File: src/rtl/sum_accumulator.sv
// sum_accumulator: takes a handshaked burst of W-bit operands, each with its
// own carry-in, and adds them into a running W-bit sum through a ripple adder.
// It reports the wrapped sum, a sticky carry-out and a term count, then pulses
// done for one cycle.
module sum_accumulator #(
    parameter int unsigned W     = 5,
    parameter int unsigned N_MAX = 15,
    parameter int unsigned CNT_W = 4
) (
    input  logic             clk,
    input  logic             rst,
    input  logic             start,
    input  logic             in_valid,
    output logic             in_ready,
    input  logic [W-1:0]     in_data,
    input  logic             in_ci,
    input  logic             in_last,
    output logic [W-1:0]     acc,
    output logic             cout_sticky,
    output logic [CNT_W-1:0] term_cnt,
    output logic             done
);

    typedef enum logic [1:0] {
        StIdle  = 2'd0,
        StAccum = 2'd1,
        StDone  = 2'd2
    } state_t;

    localparam logic [CNT_W-1:0] NMaxCnt = CNT_W'(N_MAX);

    state_t             r_state;
    state_t             w_state_next;
    logic [W-1:0]       r_acc;
    logic [W-1:0]       w_acc_next;
    logic               r_cout;
    logic               w_cout_next;
    logic [CNT_W-1:0]   r_cnt;
    logic [CNT_W-1:0]   w_cnt_next;
    logic               r_done;

    logic               w_accept;
    logic [CNT_W-1:0]   w_cnt_inc;
    logic [W-1:0]       w_sum;
    logic [W:0]         w_carry;

    // Ripple-carry adder: running sum plus operand plus per-beat carry-in.
    assign w_carry[0] = in_ci;
    for (genvar g = 0; g < W; g++) begin : g_ripple
        assign w_sum[g]       = r_acc[g] ^ in_data[g] ^ w_carry[g];
        assign w_carry[g + 1] = (r_acc[g] & in_data[g]) |
                                (r_acc[g] & w_carry[g]) |
                                (in_data[g] & w_carry[g]);
    end

    // A restart request blocks acceptance in the same cycle.
    assign in_ready  = (r_state == StAccum) && !start;
    assign w_accept  = in_valid && in_ready;
    assign w_cnt_inc = r_cnt + 1'b1;

    // Next-state logic for the FSM and the result registers.
    always_comb begin
        w_state_next = r_state;
        w_acc_next   = r_acc;
        w_cout_next  = r_cout;
        w_cnt_next   = r_cnt;
        unique case (r_state)
            StIdle: begin
                if (start) begin
                    w_state_next = StAccum;
                    w_acc_next   = '0;
                    w_cout_next  = 1'b0;
                    w_cnt_next   = '0;
                end
            end
            StAccum: begin
                if (start) begin
                    w_acc_next  = '0;
                    w_cout_next = 1'b0;
                    w_cnt_next  = '0;
                end else if (w_accept) begin
                    w_acc_next  = w_sum;
                    w_cout_next = r_cout | w_carry[W];
                    w_cnt_next  = w_cnt_inc;
                    if (in_last || (w_cnt_inc == NMaxCnt)) begin
                        w_state_next = StDone;
                    end
                end
            end
            StDone: begin
                if (start) begin
                    w_state_next = StAccum;
                    w_acc_next   = '0;
                    w_cout_next  = 1'b0;
                    w_cnt_next   = '0;
                end else begin
                    w_state_next = StIdle;
                end
            end
            default: begin
                w_state_next = StIdle;
            end
        endcase
    end

    // State and result registers with synchronous reset.
    always_ff @(posedge clk) begin
        if (rst) begin
            r_state <= StIdle;
            r_acc   <= '0;
            r_cout  <= 1'b0;
            r_cnt   <= '0;
            r_done  <= 1'b0;
        end else begin
            r_state <= w_state_next;
            r_acc   <= w_acc_next;
            r_cout  <= w_cout_next;
            r_cnt   <= w_cnt_next;
            r_done  <= (w_state_next == StDone);
        end
    end

    assign acc         = r_acc;
    assign cout_sticky = r_cout;
    assign term_cnt    = r_cnt;
    assign done        = r_done;

endmodule

File: config.mk
export PLATFORM = sky130hd
export DESIGN_NAME = sum_accumulator
export DESIGN_NICKNAME = d
export VERILOG_FILES = /design/src/rtl/sum_accumulator.sv
export SDC_FILE = /design/constraint.sdc
export NUM_CORES = 1
export LEC_CHECK = 0
export ABC_AREA = 0
export CAP_MARGIN = 20
export CORE_UTILIZATION = 44
export DETAILED_ROUTE_END_ITERATION = 16
export PLACE_DENSITY = 0.76
export SYNTH_ARGS = -nofsm -noshare
export SYNTH_HDL_FRONTEND = slang
export SYNTH_SLANG_ARGS = --single-unit
export TNS_END_PERCENT = 30
File: constraint.sdc
create_clock -name clk -period 3.3 [get_ports clk]
set_clock_uncertainty 0.15 [all_clocks]
set_input_delay 0.66 -clock clk [delete_from_list [all_inputs] [get_ports clk]]
set_output_delay 0.66 -clock clk [all_outputs]
set_load 0.02 [all_outputs]
# Word level (Yosys, flattened, before mapping)
# Cells that the tools add are included.
classes:
  eq_ne: 6
  n_reduce_logical: 8
  mux: 18
  bitwise_logic: 36
  add_sub_neg: 1
op_table:
  columns: ["cell", "n"]
  rows:
  - ["$and 1x1->1", 15]
  - ["$mux 5", 3]
  - ["$mux 4", 3]
  - ["$or 1x1->1", 11]
  - ["$pmux 5 s2", 1]
  - ["$xor 1x1->1", 10]
  - ["$mux 2", 4]
  - ["$pmux 4 s2", 1]
  - ["$pmux 2 s3", 1]
  - ["$add 4x1->4 const B", 1]
  - ["$eq 2x2->1 const B", 2]
  - ["$eq 4x4->1 const B", 1]
  - ["$mux 1", 4]
  - ["$ne 3x3->1 const B", 1]
  - ["$reduce_and 3->1", 1]
  - ["$eq 2x1->1 const B", 1]
  - ["$logic_and 1x1->1", 2]
  - ["$logic_not 2->1", 1]
  - ["$ne 2x1->1 const B", 1]
  - ["$pmux 1 s2", 1]
  - ["$reduce_bool 2->1", 1]
  - ["$reduce_or 2->1", 1]
  - ["$logic_not 1->1", 1]
  - ["$logic_or 1x1->1", 1]
totals:
  word_cells: 74
  register_bits: 13
  input_bits: 11
  output_inout_bits: 12

# Depth between registers and ports, before layout
# Gate-level depths: netlist (run 1).
logic_depth:
  depth_word: 19
  depth_mapped: 8
  depth_no_buf: 8

# Least setup slack after synthesis (run 1)
# No wires, ideal clock.
synth_path:
  kind: "input to register"
  start: "in in_data[0]"
  end: "reg r_acc[4], in the netlist acc[4]"
  arrival_time_ns: 2.640
  required_ns: 3.021
  path_slack_ns: 0.382
  path_buffers: 0
  stages: 8
  setup_ns: 0.129
  path_cell_list: "fa_1 -> inv_1 -> fa_1 -> fa_1 -> fa_1 -> fa_1 -> a2bb2oi_1 -> nor2_1"
synth_between:
  elab_chain_len: 16
  elab_cells_between_ends: 20
  cone_classes: "3 x mux; 17 x bitwise"
synth_rtl:
  columns: ["item", "line", "rtl"]
  rows:
  - ["start, declared", "15", "input logic [W-1:0] in_data,"]
  - ["$and 1x1->1", "51", "assign w_carry[g + 1] = (r_acc[g] & in_data[g]) |"]
  - ["$or 1x1->1", "51", null]
  - ["$or 1x1->1 *", "52", "(r_acc[g] & w_carry[g]) |"]
  - ["$and 1x1->1", "52", null]
  - ["$or 1x1->1", "51", null]
  - ["$or 1x1->1 *", "52", null]
  - ["$and 1x1->1", "52", null]
  - ["$or 1x1->1", "51", null]
  - ["$or 1x1->1 *", "52", null]
  - ["$and 1x1->1", "52", null]
  - ["$or 1x1->1", "51", null]
  - ["$or 1x1->1 *", "52", null]
  - ["$xor 1x1->1 *", "50", "assign w_sum[g] = r_acc[g] ^ in_data[g] ^ w_carry[g];"]
  - ["$mux 5 *", "81", "end else if (w_accept) begin"]
  - ["$mux 5 *", "77", "if (start) begin"]
  - ["$pmux 5 s2 *", "67", "unique case (r_state)"]
  - ["end signal, assigned", "116", "r_acc <= w_acc_next;"]
  - ["end, declared", "34", "logic [W-1:0] r_acc;"]
# Mark *: on every way between the ends. The rest lies on a longest branch, timed or not. The select of a mux whose other input is x is not followed.
# A chain may end at the register's enable or synchronous reset.

# Final worst setup path (run 1)
# Ends and elaborated chain as after synthesis.

==> parameters.txt, run 1 <==
Parameter                              Value

Global routing
  Antenna violations before repair    0
  Global-route wire length before repair    2346 microns
  Number of global-route vias before repair    546
  Maximum number of pins on one net before global-route repair    13
  GRT Resource Usage Total    17.58%
  Overflow left after global routing    0

Finish
  Post-route cell area    984.7 sq um
  NumNets Final    117
  Final cell count without fillers    114
  Growth of design area from synthesis to finish    34.30%
  Fraction of the core area covered by cells at the end of the flow    64.61%
  Antenna cell count    0
  Layout cell share with drive strength beyond 1    9.184%

Flow run
  Max-cap violation count    0

Detailed routing
  DR pass1 iterations    4
  Initial DRC count    9
  Final routed wire length divided by cell count    12.44 microns
  Vias    621
  Wire length reported by the detailed router    1418 microns
  Vias per cell    5.447
  Count of antenna-violating nets left after detailed routing    0
  DRC violations left    0

Clock tree
  Clock slew at reported path FFs    0.08 ns
  Setup fix buffers added after clock tree synthesis    0
  Number of buffers added by the clock tree synthesis step    3
  Number of hold buffers added after CTS    0
  Root Buffer Master    clkbuf_4
  Maximum buffer depth of the clock tree    2
  TritonCTS Sinks    13
  Clock insertion delay at the later pin of the skew report    0.29 ns
  Depth of the CTS H-tree    1
  Number of resized instances in the post-cts repair step    0
  CTS tree    yes

Floorplan
  Boundary pin count    23
  Starting utilization of the core area    48.11%
  Chip Height    42.82 microns
  Die Outline Area    1834 sq um
  Total core area    1524 sq um
  Floorplan die width    42.82 microns
  Cell Rows    14

Power
  VDD IR max    220.3 uV
  Cell Pwr Density    324.8 nW/um^2
  Standby leakage power    0.3929 nW
  Final total power    319.9 uW

Worst setup path
  Critical Path Fanout Max    1
  CP arrival    3.22 ns
  Critical path type    in2reg
  Kind of capture point of the worst setup path    flip-flop
  Endpoint required time on the critical path    3.31 ns
  Type of element launching the critical path    input pin

STA
  RSZ-0062 raised after global routing    false
  Number of hold-slack violations in the final timing report    0
  Slew of the pin with the lowest slew margin    0.4876 ns
  Relative slew margins    67.39%
  Final WS setup    0.09030 ns
  Finish-stage setup viols    0
  Setup tns final    0 ns
  Max Freq    311.6 MHz
  Count of pins over their slew limit    0
  Final worst path period need    3.210 ns
  Hold WS    0.3253 ns
  Tcrit/Tclk final    97.26%

Synthesis
  Fraction of synthesized cell area in xor and xnor cells    0%
  Area fraction in compound gates after synthesis    26.11%
  Average cell area after synthesis    9.908 sq um
  Leading cell types by total area after synthesis    dfxtp_1 35%, fa_1 14%, a2bb2oi_1 6.0%, inv_1 5.6%, a21oi_1 4.1%
  Synth Register Bits    13
  Portion of synthesized cell area occupied by the leading cell type    35.49%
  Proportion of synthesized area in mux cells    1.365%
  Largest family of logic cells by synthesized area    compound AO/OA/AOI/OAI gates
  Largest area contributor in the netlist    dfxtp_1
  Adder and majority cell fraction of the synthesized area    17.06%
  Synthesis Warnings    0
  Post-synthesis instance total    74
  Simple-gate share of the synthesized area    12.29%
  Net count of the mapped netlist    92
  Sequential-to-total area share from yosys stat    35.49%
  Synthesized cell area    733.2 sq um
  Count of different cell masters after synthesis    28

Placed design
  Post-detail-place hpwl    1034 microns
  Placed cell count    110
  Weighted congestion reported at the end of routability-driven placement    0.7680
  Placement Cell Area    958.4 sq um
  Count of buffers inserted at the top-level ports    22
  Post-placement setup slack    -0.2320 ns

Min path
  Worst hold path type    reg2reg

Outcome
  Outcome    complete, no violations
per-layer routing:
layer	part of all wire (%)	up-vias	GRT usage (%)
met4	2.4	0	8.750
met1	46	294	21.83
li1	-	305	-
met2	46	17	25.45
met3	5.5	5	8.085
met5	0	-	0
cell families (layout without fill, tap and decap cells):
group	count (synthesis)	count (layout)
AOI/OAI and AO/OA	24	24
adders and majority gates	7	7
buffers and inverters	13	37
DFF	13	13
muxes	1	1
and+or+nand+nor	16	16
path summary, 6_finish.rpt:
path | startpoint | end | slack [ns] | cells past startpoint
max | in_data[0] | acc[4]$_SDFFE_PP0P_ | 0.09 | 9
max reg2reg | acc[0]$_SDFFE_PP0P_ | acc[4]$_SDFFE_PP0P_ | 0.57 | 8
min | cout_sticky$_SDFFE_PP0P_ | cout_sticky$_SDFFE_PP0P_ | 0.33 | 1
min reg2reg | cout_sticky$_SDFFE_PP0P_ | cout_sticky$_SDFFE_PP0P_ | 0.33 | 1
placed cells by master, fill, tap and decap left out, types with 2 or more instances in the layout:
| cell | n |
|---|---|
| a211oi_1 | 2 |
| a21oi_1 | 6 |
| a2bb2oi_1 | 5 |
| clkbuf_4 | 3 |
| clkdlybuf4s50_1 | 22 |
| dfxtp_1 | 13 |
| fa_1 | 5 |
| ha_1 | 2 |
| inv_1 | 11 |
| nand2_1 | 2 |
| nor2_1 | 8 |
| o211a_1 | 2 |
registers in the layout, indices dropped and copies added, names as in the netlist:
register,flops
acc,5
term_cnt,4
r_state,2
cout_sticky,1
done,1
synth_stat cells:
master / number
dfxtp_1: 13
buf_6: 1
a211oi_1: 2
nor4b_1: 1
ha_1: 2
nor3b_4: 1
o21ai_0: 1
a2bb2oi_1: 5
o211a_1: 2
a22oi_1: 1
clkbuf_1: 1
a211oi_2: 1
fa_1: 5
and2_1: 1
o21a_1: 1
nor2_1: 8
nand2_1: 2
a21oi_1: 6
a21boi_0: 1
a21o_1: 1
a41oi_2: 1
a31o_2: 1
nand2_2: 1
nor3b_1: 1
nand3_1: 1
mux2i_1: 1
a21bo_2: 1
inv_1: 11
power by group:
group	internal, mW	leakage, nW	switching, mW	total, mW
sequential	0.160	0.105	0.00344	0.163
combinational	0.0287	0.273	0.0238	0.0525
clock	0.0470	0.0150	0.0571	0.104
total	0.235	0.393	0.0844	0.320
critical path, cell delays in order:
cell             delay [ns]
clkdlybuf4s50_1        0.49
fa_1                   0.17
inv_1                  0.05
fa_1                   0.37
fa_1                   0.39
fa_1                   0.38
fa_1                   0.48
a2bb2oi_1              0.16
nor2_1                 0.05
final cells by class:
type                       count  area [sq um]
clock buffer                   4         26.28
fill                         139         539.3
inverter                      11         41.29
multi-input combinational     48         416.7
sequential                    13         260.3
tap                           16         20.02
timing repair buffer          22         220.2
No activity file was read; power rests on OpenSTA's default activity.
==> run 2: changes to the inputs <==
==> constraint.sdc (replaced) <==
create_clock -name clk -period 3.3 [get_ports clk]
set_clock_uncertainty 0.15 [all_clocks]
set_input_delay 0.66 -clock clk [delete_from_list [all_inputs] [get_ports clk]]
set_output_delay 0.66 -clock clk [all_outputs]
set_load 0.005 [all_outputs]
==> results of run 2 <==
Same layout as run 1 (identical final DEF). Status: complete, no violations.
Main changes from that run: total power 0.3199 mW -> 0.3168 mW; worst IR drop on VDD 220.3 uV -> 219.2 uV
